**src/rtl/univ_mod_counter.sv**
```systemverilog
// N-bit up/down modulo counter with programmable bound and stride, wrap/saturate
// mode and a registered limit-event flag. Define UMC_LIM_STICKY_EN for a sticky lim_tick.
module univ_mod_counter #(
  parameter int N = 8
) (
  input  logic         clk,
  input  logic         reset,
  input  logic         syn_clr,
  input  logic         load,
  input  logic         en,
  input  logic         up,
  input  logic         sat,
  input  logic [N-1:0] step,
  input  logic [N-1:0] max_val,
  input  logic [N-1:0] d,
  output logic [N-1:0] q,
  output logic         max_tick,
  output logic         min_tick,
  output logic         lim_tick
);

  logic [N-1:0] count_q, count_d;
  logic         lim_q, lim_d;
  logic         lim_evt;
  logic [N:0]   sum_ext;

  // Sum is widened one bit so an overflow past 2^N still compares above the bound.
  assign sum_ext = {1'b0, count_q} + {1'b0, step};

  always_comb begin
    count_d = count_q;
    lim_evt = 1'b0;
    if (syn_clr) begin
      count_d = '0;
    end else if (load) begin
      count_d = (d > max_val) ? max_val : d;
    end else if (en) begin
      if (count_q > max_val) begin
        count_d = max_val;
        lim_evt = 1'b1;
      end else if (step == '0) begin
        count_d = count_q;
      end else if (up) begin
        if (sum_ext <= {1'b0, max_val}) begin
          count_d = sum_ext[N-1:0];
        end else begin
          count_d = sat ? max_val : '0;
          lim_evt = 1'b1;
        end
      end else begin
        if (step <= count_q) begin
          count_d = count_q - step;
        end else begin
          count_d = sat ? '0 : max_val;
          lim_evt = 1'b1;
        end
      end
    end
  end

  always_comb begin
`ifdef UMC_LIM_STICKY_EN
    lim_d = lim_q;
    if (syn_clr || load) begin
      lim_d = 1'b0;
    end else if (lim_evt) begin
      lim_d = 1'b1;
    end
`else
    lim_d = lim_evt;
`endif
  end

  always_ff @(posedge clk or posedge reset) begin
    if (reset) begin
      count_q <= '0;
      lim_q   <= 1'b0;
    end else begin
      count_q <= count_d;
      lim_q   <= lim_d;
    end
  end

  assign q        = count_q;
  assign lim_tick = lim_q;
  assign max_tick = (count_q == max_val);
  assign min_tick = (count_q == '0);

endmodule
```
**config.mk**
```make
export PLATFORM = sky130hd
export DESIGN_NAME = univ_mod_counter
export DESIGN_NICKNAME = d
export VERILOG_FILES = /design/src/rtl/univ_mod_counter.sv
export SDC_FILE = /design/constraint.sdc
export NUM_CORES = 1
export LEC_CHECK = 0
export ABC_CLOCK_PERIOD_IN_PS = 3500
export CAP_MARGIN = 20
export CORE_MARGIN = 5
export CORE_UTILIZATION = 54
export CTS_CLUSTER_SIZE = 20
export DETAILED_ROUTE_END_ITERATION = 10
export PLACE_DENSITY = 0.82
export RECOVER_POWER = 100
export SYNTH_ARGS = -nofsm -noshare
export SYNTH_HDL_FRONTEND = slang
export SYNTH_SLANG_ARGS = --single-unit
```
**constraint.sdc**
```tcl
create_clock -name clk -period 3.5 [get_ports clk]
set_clock_uncertainty 0.1 [all_clocks]
set_input_delay 0.7 -clock clk [delete_from_list [all_inputs] [get_ports clk]]
set_output_delay 0.7 -clock clk [all_outputs]
set_load 0.01 [all_outputs]
```
==> results.toml, run 1 <==
[timing]
setup_viol = 6
setup_slack_ps = -117
tightest_slew_ps = 765
hold_viol = 0
slew_headroom_pct = 48.5
fin_crit_ps = 3620
slew_violations = 0
rsz0062_at_grt = "true"
fin_setup_tns_ps = -260
holdWs_ps = 694
fin_crit_sh_pct = 103
fmax_ghz = 0.276

[power_and_ir_drop]
p_int_w = 0.000994
p_sw_w = 0.000837
ir_drop_mv = 0.366
switching_share_pct = 45.7
combPwrFrac_pct = 84.9
leakage_nw = 1.69
seq_power_share_pct = 8.3
pwr-share-clk_pct = 6.8
power_density_nw_per_um2 = 508

[cells_and_area]
num-nets-final = 472
n_fill_cell = 189
final_cells = 448
utilization_pct = 90.2
area_growth_pct = 62.8
drive_above_1_share_pct = 37.4
diodes = 0

[yosys]
yosys_warnings = 0
synth_area_um2 = 2220
async_flop_share_pct = 100
synth_ff_type = "dfrtp_1"
synth_cell_types = 60
synth_enable_flop_cells = 0
yosys.area_share.simple_pct = 21.4
ys_seq_elements = 9
avgSynthCellArea_um2 = 8.00
synth.area.mux_share_pct = 4.69
synth_top_family_by_area = "compound AO/OA/AOI/OAI gates"
synthCells = 277
yosys.area_share.xor_xnor_pct = 3.95
synth.net_count = 350
synth_compound_area_share_pct = 28.1
synth_fa_ha_area_share_pct = 24.4
synth.yosys.seq_area_share_pct = 10.2

[routing]
drtAntennaViolNets = 0
firstDrtPassIters = 8
drcViolationCount = 0
wl_per_cell_um = 23.8
totalWireLength_um = 10700
first_iter_violations = 452
vias_per_cell = 6.98
vias = 3125

[cts]
clock_latency_ps = 230
cts_tree = "done"
path_clk_slew_ps = 50
ctsHtreeMaxLevel = 1
numCtsBuffers = 3
clock-root-buffer = "clkbuf_8"
clockBufferDepth = 2
clkSinkCount = 9

[run_status]
violations = "setup timing"
status = "finished, violations left"

[floorplanning]
die_h_um = 74.1
start_util_pct = 55.4
rows = 23
io_pins = 42
coreArea_um2 = 4000
dieArea_um2 = 5480
die_w_um = 74.1

[setup_path]
end_kind = "register"
slowest_delay_ps = 370
critical_path.cell_chain = "buf_8 > ha_4 > inv_2 > fa_2 > o21bai_4 > a21oi_1 > xnor2_1 > ha_1 > and3_4 > nand4_1 > a21oi_2 > o22ai_4 > and3_1 > o31a_1 > a2bb2oi_2"
required_ps = 3520
path_buf_inv = 2
path_max_fanout = 5
crit_arrival_ps = 3640
critical_path_class = "primary input to register"
critPathTopFamily = "compound AO/OA/AOI/OAI gates"
crit_path_top_delay_cell = "fa_2"
startpoint_type = "primary input"

[global_routing]
grtUsageTotal_pct = 35.3
grt_remaining_overflow = 0
grt_max_degree = 17
grt_pass1_wl_um = 14600
antenna_found_initial = 0
grt_pass1_vias = 2895

[placement]
place_hpwl_um = 6840
port_buffers = 41
dp_slack_ps = -852
dp.cells = 425
gp_congestion = 0.949

[worst_hold_path]
hp-class = "register to register"

[flow_run]
drv_cap = 0
[layer usage]
layer | track usage (%) | wire (µm)
met5 | 0 | 0
met3 | 8.78 | 1300
met4 | 12.9 | 666
met1 | 43.4 | 3820
met2 | 59.4 | 4870
[Yosys cell counts (all sizes together), types with 2 or more instances]
library cell | count | area [µm²]
a211o | 3 | 26.3
a211oi | 4 | 40.0
a21o | 5 | 38.8
a21oi | 15 | 75.1
a2bb2oi | 4 | 35.0
a31oi | 3 | 18.8
a32o | 3 | 30.0
and2 | 2 | 12.5
and3 | 4 | 25.0
buf | 7 | 46.3
clkbuf | 2 | 7.51
dfrtp | 9 | 225
fa | 2 | 40.0
ha | 40 | 500
inv | 26 | 97.6
mux2 | 3 | 33.8
mux2i | 7 | 70.1
nand2 | 11 | 41.3
nand2b | 7 | 43.8
nand3 | 16 | 80.1
nand4 | 4 | 25.0
nor2 | 16 | 60.1
nor2b | 7 | 43.8
nor3 | 8 | 40.0
nor4 | 3 | 18.8
o2111a | 2 | 22.5
o211ai | 2 | 15.0
o21a | 7 | 60.1
o21ai | 8 | 40.0
o21bai | 4 | 30.0
o221ai | 2 | 17.5
o22ai | 4 | 31.3
o311ai | 2 | 17.5
o31a | 2 | 17.5
o31ai | 4 | 35.0
or3 | 3 | 18.8
or4 | 3 | 22.5
xnor2 | 7 | 61.3
xor2 | 3 | 26.3
[cell type report]
class	count	area (µm²)	share of cell area (%)
multi-input cells	233	2140	59.3
inverters	26	97.6	2.71
repair buffers	126	1040	28.7
well taps	50	62.6	1.73
clock buffers	4	45.0	1.25
flip-flops and latches	9	225	6.24
[worst register-to-register path: cells and delay by family, from the launching register on]
family                   cells  cell delay [ps]
adder cells (fa/ha/maj)      3              840
AO/OA/AOI/OAI                6             1150
XOR/XNOR                     1              290
AND/OR/NAND/NOR              3              590
flip-flops                   1              450
buffers and inverters        1               30
[power groups by stage]
stage                     Combinational, W  Clock, W  Sequential [W]
after floorplan                   0.000591         0        0.000157
after global placement             0.00103         0        0.000146
after detailed placement           0.00107         0        0.000146
after CTS                          0.00130  0.000126        0.000150
after global routing               0.00161  0.000132        0.000153
final                              0.00155  0.000124        0.000153
[metrics by stage]
step           area (µm²)  total power (W)
6_report             3610          0.00183
5_1_grt              3610          0.00190
4_1_cts              3450          0.00158
3_5_place_dp         3140          0.00121
3_3_place_gp         3140          0.00118
2_1_floorplan        2220         0.000748
[sequential cells by signal, summed over array words and instances (netlist names)]
signal	cells
lim_tick	1
q	8
[cells in the final DEF (no fill, tap or decap), types with 4 or more instances in the layout]
| cell | count |
|---|---|
| a21o_1 | 4 |
| clkdlybuf4s50_1 | 25 |
| buf_4 | 81 |
| nor3_1 | 6 |
| inv_1 | 20 |
| mux2i_1 | 7 |
| nand2b_1 | 7 |
| nand3_1 | 15 |
| nor2_1 | 15 |
| inv_2 | 6 |
| o21a_1 | 6 |
| o21ai_0 | 4 |
| ha_1 | 32 |
| nand4_1 | 4 |
| dlygate4sd3_1 | 9 |
| a21oi_1 | 10 |
| xnor2_1 | 5 |
| ha_4 | 6 |
| nand2_1 | 11 |
| a21oi_2 | 4 |
| dfrtp_1 | 9 |
[logic make-up (layout without fill, tap and decap cells)]
logic type,after synthesis,count (layout)
buffers and inverters,36,156
XOR/XNOR,10,10
multiplexers,10,10
adder cells (fa/ha/maj),42,42
AND/OR/NAND/NOR,89,89
flip-flops,9,9
AO/OA/AOI/OAI,81,82
[path summary, 6_finish.rpt]
kind / cells past startpoint / slack [ps] / end / from
max: 15 / -120 / q[0] / step[0]
min: 3 / 690 / q[5] / q[5]
max reg2reg: 14 / -60 / q[0] / q[0]
min reg2reg: 3 / 690 / q[5] / q[5]
max in group asynchronous: 2 / 2220 / q[3] / reset
min in group asynchronous: 2 / 790 / lim_tick / reset
[timing repair]
action	in CTS	in global routing
setup endpoints to repair	9	9
gates resized for setup	56	31
pin swaps	22	16
hold buffers	0	0
cloned	1	0
setup buffers	15	3
No activity file was read; power rests on OpenSTA's default activity.
==> run 2: changes to the inputs <==
--- a/config.mk
+++ b/config.mk
@@ -11,8 +11,9 @@
 export CORE_UTILIZATION = 54
 export CTS_CLUSTER_SIZE = 20
 export DETAILED_ROUTE_END_ITERATION = 10
-export PLACE_DENSITY = 0.82
+export PLACE_DENSITY = 0.93
 export RECOVER_POWER = 100
 export SYNTH_ARGS = -nofsm -noshare
 export SYNTH_HDL_FRONTEND = slang
 export SYNTH_SLANG_ARGS = --single-unit
+export TNS_END_PERCENT = 50
==> results.toml, run 2 (synthesis gave the netlist of run 1 again) <==
[run_status]
status = "finished, violations left"
violations = "DRC, setup timing"

[cts]
cts_tree = "done"
clockBufferDepth = 2
clkSinkCount = 9
clock_latency_ps = 270
path_clk_slew_ps = 60
numCtsBuffers = 3
ctsHtreeMaxLevel = 1
clock-root-buffer = "clkbuf_8"

[timing]
fin_crit_ps = 3970
tightest_slew_ps = 922
slew_headroom_pct = 37.8
setup_slack_ps = -473
fin_crit_sh_pct = 114
hold_viol = 0
setup_viol = 9
slew_violations = 0
rsz0062_at_grt = "true"
fmax_ghz = 0.252

[placement]
place_hpwl_um = 6850
dp.cells = 413
gp_congestion = 1.07
port_buffers = 41
placed_area_um2 = 3040

[cells_and_area]
n_fill_cell = 131
drive_above_1_share_pct = 40.9
final_cells = 439
utilization_pct = 92.4
mostFrequentLayoutCells = "buf_4 (70), clkdlybuf4s50_1 (32), ha_1 (30)"
num-nets-final = 463
largest_reg_flops = 8
diodes = 0
layout_commonest_cell = "buf_4"
fin_area_um2 = 3700
multi_input_area_um2 = 2240
seq_area_um2 = 228
area_growth_pct = 66.8

[routing]
first_iter_violations = 760
drcViolationCount = 29
vias_per_cell = 7.84
firstDrtPassIters = 11
drtAntennaViolNets = 0
wl_per_cell_um = 31.5
totalWireLength_um = 13800
vias = 3440

[global_routing]
antenna_found_initial = 0
grt_max_degree = 17
grt_pass1_vias = 3193
grt_remaining_overflow = 0
grt_pass1_wl_um = 17000
grtUsageTotal_pct = 42.1

[floorplanning]
die_h_um = 74.1
coreArea_um2 = 4000
rows = 23
die_w_um = 74.1
start_util_pct = 55.4
dieArea_um2 = 5480
io_pins = 42

[setup_path]
critical_path_class = "primary input to register"
path_max_fanout = 9
end_kind = "register"
crit_arrival_ps = 4020
required_ps = 3550
startpoint_type = "primary input"

[flow_run]
drv_cap = 0

[power_and_ir_drop]
ir_drop_mv = 0.515
power_density_nw_per_um2 = 556
power.total_w = 0.00206
leakage_nw = 1.68

[worst_hold_path]
hp-class = "register to register"
run 2: changes by cell type in the layout (fill, tap and decap cells not counted), sizes merged, moves of 3 or more:
cell           before  now
buf                87   80
clkbuf              8    5
dlygate4sd3         9    2
clkdlybuf4s50      25   32
run 2: worst paths after layout:
kind                            start  endpoint  slack [ps]  cells past startpoint
setup / recovery           max_val[7]      q[3]        -470                     10
hold / removal                   q[2]      q[2]         600                      2
setup reg to reg                 q[0]      q[3]        -260                     11
hold reg to reg                  q[2]      q[2]         600                      2
max in group asynchronous       reset      q[2]        2170                      2
min in group asynchronous       reset  lim_tick         790                      2
run 2: worst max-delay path: stages:
cell	delay, ps
clkdlybuf4s50_1	510
inv_1	90
ha_1	340
a211o_1	310
a21oi_1	230
a31oi_2	260
buf_4	260
nor3_1	460
o311ai_0	460
a32o_2	400
run 2: metrics by stage:
| step | hold WS (ps) | setup TNS [ps] | worst slack, ps |
|---|---|---|---|
| detailed placement | 559 | -6990 | -860 |
| finish | 604 | -2090 | -473 |
| global route | 631 | -1970 | -285 |
| CTS | 628 | -32.1 | -32.1 |
| floorplan | 428 | 0 | 64.4 |
| global placement | 556 | -5040 | -598 |
run 2: timing repair:
action | CTS | global route
gates cloned | 1 | 0
pin swaps | 21 | 34
endpoints found under the hold margin | 0 | 0
setup buffers | 13 | 11
hold buffers | 0 | 0
resized for setup | 60 | 57
setup endpoints to repair | 9 | 9
run 2: area by class of cell:
type	count	share of cell area, %
Multi-Input combinational cell	233	60.7
Timing Repair Buffer	117	27.5
Sequential cell	9	6.16
Inverter	26	2.78
Tap cell	50	1.69
Clock buffer	4	1.22
run 2: metal layers:
layer | GRT usage [%] | part of all wire (%) | vias up
li1 | - | - | 1273
met1 | 51.0 | 33 | 1507
met2 | 62.4 | 41 | 453
met5 | 0 | 0.094 | -
met3 | 13.1 | 16 | 205
met4 | 31.0 | 11 | 2
run 2: power breakdown:
group          switching (W)  internal [W]  leakage [nW]
Combinational       0.000898      0.000836          1.55
Sequential         0.0000457      0.000123         0.115
Clock              0.0000718     0.0000813        0.0228
==> run 3: changes to the inputs <==
--- a/config.mk
+++ b/config.mk
@@ -9,8 +9,9 @@
 export CAP_MARGIN = 20
 export CORE_MARGIN = 5
 export CORE_UTILIZATION = 54
-export CTS_CLUSTER_SIZE = 20
+export CTS_CLUSTER_SIZE = 28
 export DETAILED_ROUTE_END_ITERATION = 10
+export GPL_ROUTABILITY_DRIVEN = 0
 export PLACE_DENSITY = 0.93
 export RECOVER_POWER = 100
 export SYNTH_ARGS = -nofsm -noshare
==> results.toml, run 3 (synthesis gave the netlist of run 1 again) <==
[run_status]
status = "finished, violations left"
violations = "DRC, setup timing"

[cts]
cts_tree = "done"
clockBufferDepth = 2
cts-hold-fix-buffers = 0
clkSinkCount = 9
clock-root-buffer = "clkbuf_8"
ctsHtreeMaxLevel = 1
path_clk_slew_ps = 60
numCtsBuffers = 3
clock_latency_ps = 250

[routing]
vias = 3285
drcViolationCount = 19
firstDrtPassIters = 11
totalWireLength_um = 12400
first_iter_violations = 828
wl_per_cell_um = 28.7
vias_per_cell = 7.60
drtAntennaViolNets = 0

[worst_hold_path]
hp-class = "register to register"

[timing]
fin_crit_ps = 3560
slew_violations = 0
setup_viol = 7
rsz0062_at_grt = "true"
slew_headroom_pct = 54.8
fin_crit_sh_pct = 102
hold_viol = 0
tightest_slew_ps = 676
setup_slack_ps = -58.1
fin_setup_tns_ps = -224
holdWs_ps = 685
fmax_ghz = 0.281

[placement]
place_hpwl_um = 6860
dp_slack_ps = -816
port_buffers = 41

[cells_and_area]
layout_commonest_cell = "buf_4"
mostFrequentLayoutCells = "buf_4 (65), ha_1 (29), clkdlybuf4s50_1 (25)"
area_growth_pct = 61.3
diodes = 0
drive_above_1_share_pct = 38.0
num-nets-final = 456
largest_reg_flops = 8
utilization_pct = 89.3

[setup_path]
critical_path_class = "primary input to register"
end_kind = "register"
r2r_slack_ps = -20
r2r_end = "q[1]"
cp-endpoint = "q[7]"
required_ps = 3560
worstReg2RegStart = "q[0]"
startpoint_type = "primary input"
rr_worst_depth = 12
critPathLaunch = "step[4]"
path_max_fanout = 8
crit_arrival_ps = 3620

[flow_run]
drv_cap = 0

[power_and_ir_drop]
ir_drop_mv = 0.417
leakage_nw = 1.64
power_density_nw_per_um2 = 513

[global_routing]
grt_pass1_wl_um = 15900
grt_max_degree = 17
grt_remaining_overflow = 0
grt_pass1_vias = 3128
antenna_found_initial = 0
grtUsageTotal_pct = 38.0

[floorplanning]
io_pins = 42
die_w_um = 74.1
die_h_um = 74.1
dieArea_um2 = 5480
coreArea_um2 = 4000
start_util_pct = 55.4
rows = 23
run 3: cell types whose count changed in the layout (fill, tap and decap cells not counted), moves of 3 or more:
cell             before  now
nand3_1              11   15
a21oi_4               4    1
clkdlybuf4s50_1      32   25
inv_1                16   19
dlygate4sd3_1         2    9
o31ai_2               4    1
buf_4                70   65
a21oi_2               1    5
run 3: power breakdown:
part	leakage (nW)	internal (W)	total, W	switching [W]
registers	0.118	0.000122	0.000162	0.0000403
logic	1.50	0.000747	0.00154	0.000788
clock network	0.0228	0.0000803	0.000135	0.0000547
total	1.64	0.000950	0.00183	0.000883
run 3: timing repair:
action,CTS,global route
pin swaps,22,26
endpoints found under the setup margin,9,9
gates resized for setup,57,45
setup buffers,10,6
run 3: layout make-up:
cell class                 count  area (µm²)
timing repair buffer         111         933
sequential                     9         225
multi-input combinational    232        2210
inverter                      26        97.6
fill                         174         427
tap                           50        62.6
clock buffer                   4        45.0
run 3: worst max-delay path, stage by stage:
cell      delay, ps
buf_2           110
inv_2            50
ha_4            330
buf_4           150
nor3_2           50
a221oi_2        290
nor2b_4         230
xnor2_2         150
ha_4            250
and3_4          150
nand4_1          90
a21oi_2          80
o22ai_4         270
buf_6           190
nand3_1         100
and4_1          260
a211oi_2        170
run 3: worst min path at each step:
stage | start | end | slack (ps) | cells past startpoint
after global placement | q[6] | q[6] | 570 | 1
after detailed placement | q[6] | q[6] | 580 | 1
after CTS | q[6] | q[6] | 600 | 1
after floorplan | reset | lim_tick | 430 | 1
final | q[4] | q[4] | 690 | 2
after global routing | q[4] | q[4] | 670 | 2
run 3: through the flow:
step / cell area, µm² / power (W) / instances
floorplan: 2220 / 0.000748 / 277
global placement: 3030 / 0.00111 / 412
detailed placement: 3030 / 0.00116 / 412
CTS: 3300 / 0.00147 / 426
global route: 3570 / 0.00187 / 432
finish: 3570 / 0.00183 / 432
run 3: layer usage:
metal | global-route usage [%] | wire [µm] | vias up
li1 | - | - | 1252
met1 | 45.1 | 4270 | 1490
met2 | 59.1 | 5180 | 376
met3 | 11.5 | 1680 | 167
met4 | 24.9 | 1270 | 0
met5 | 0 | 0 | -
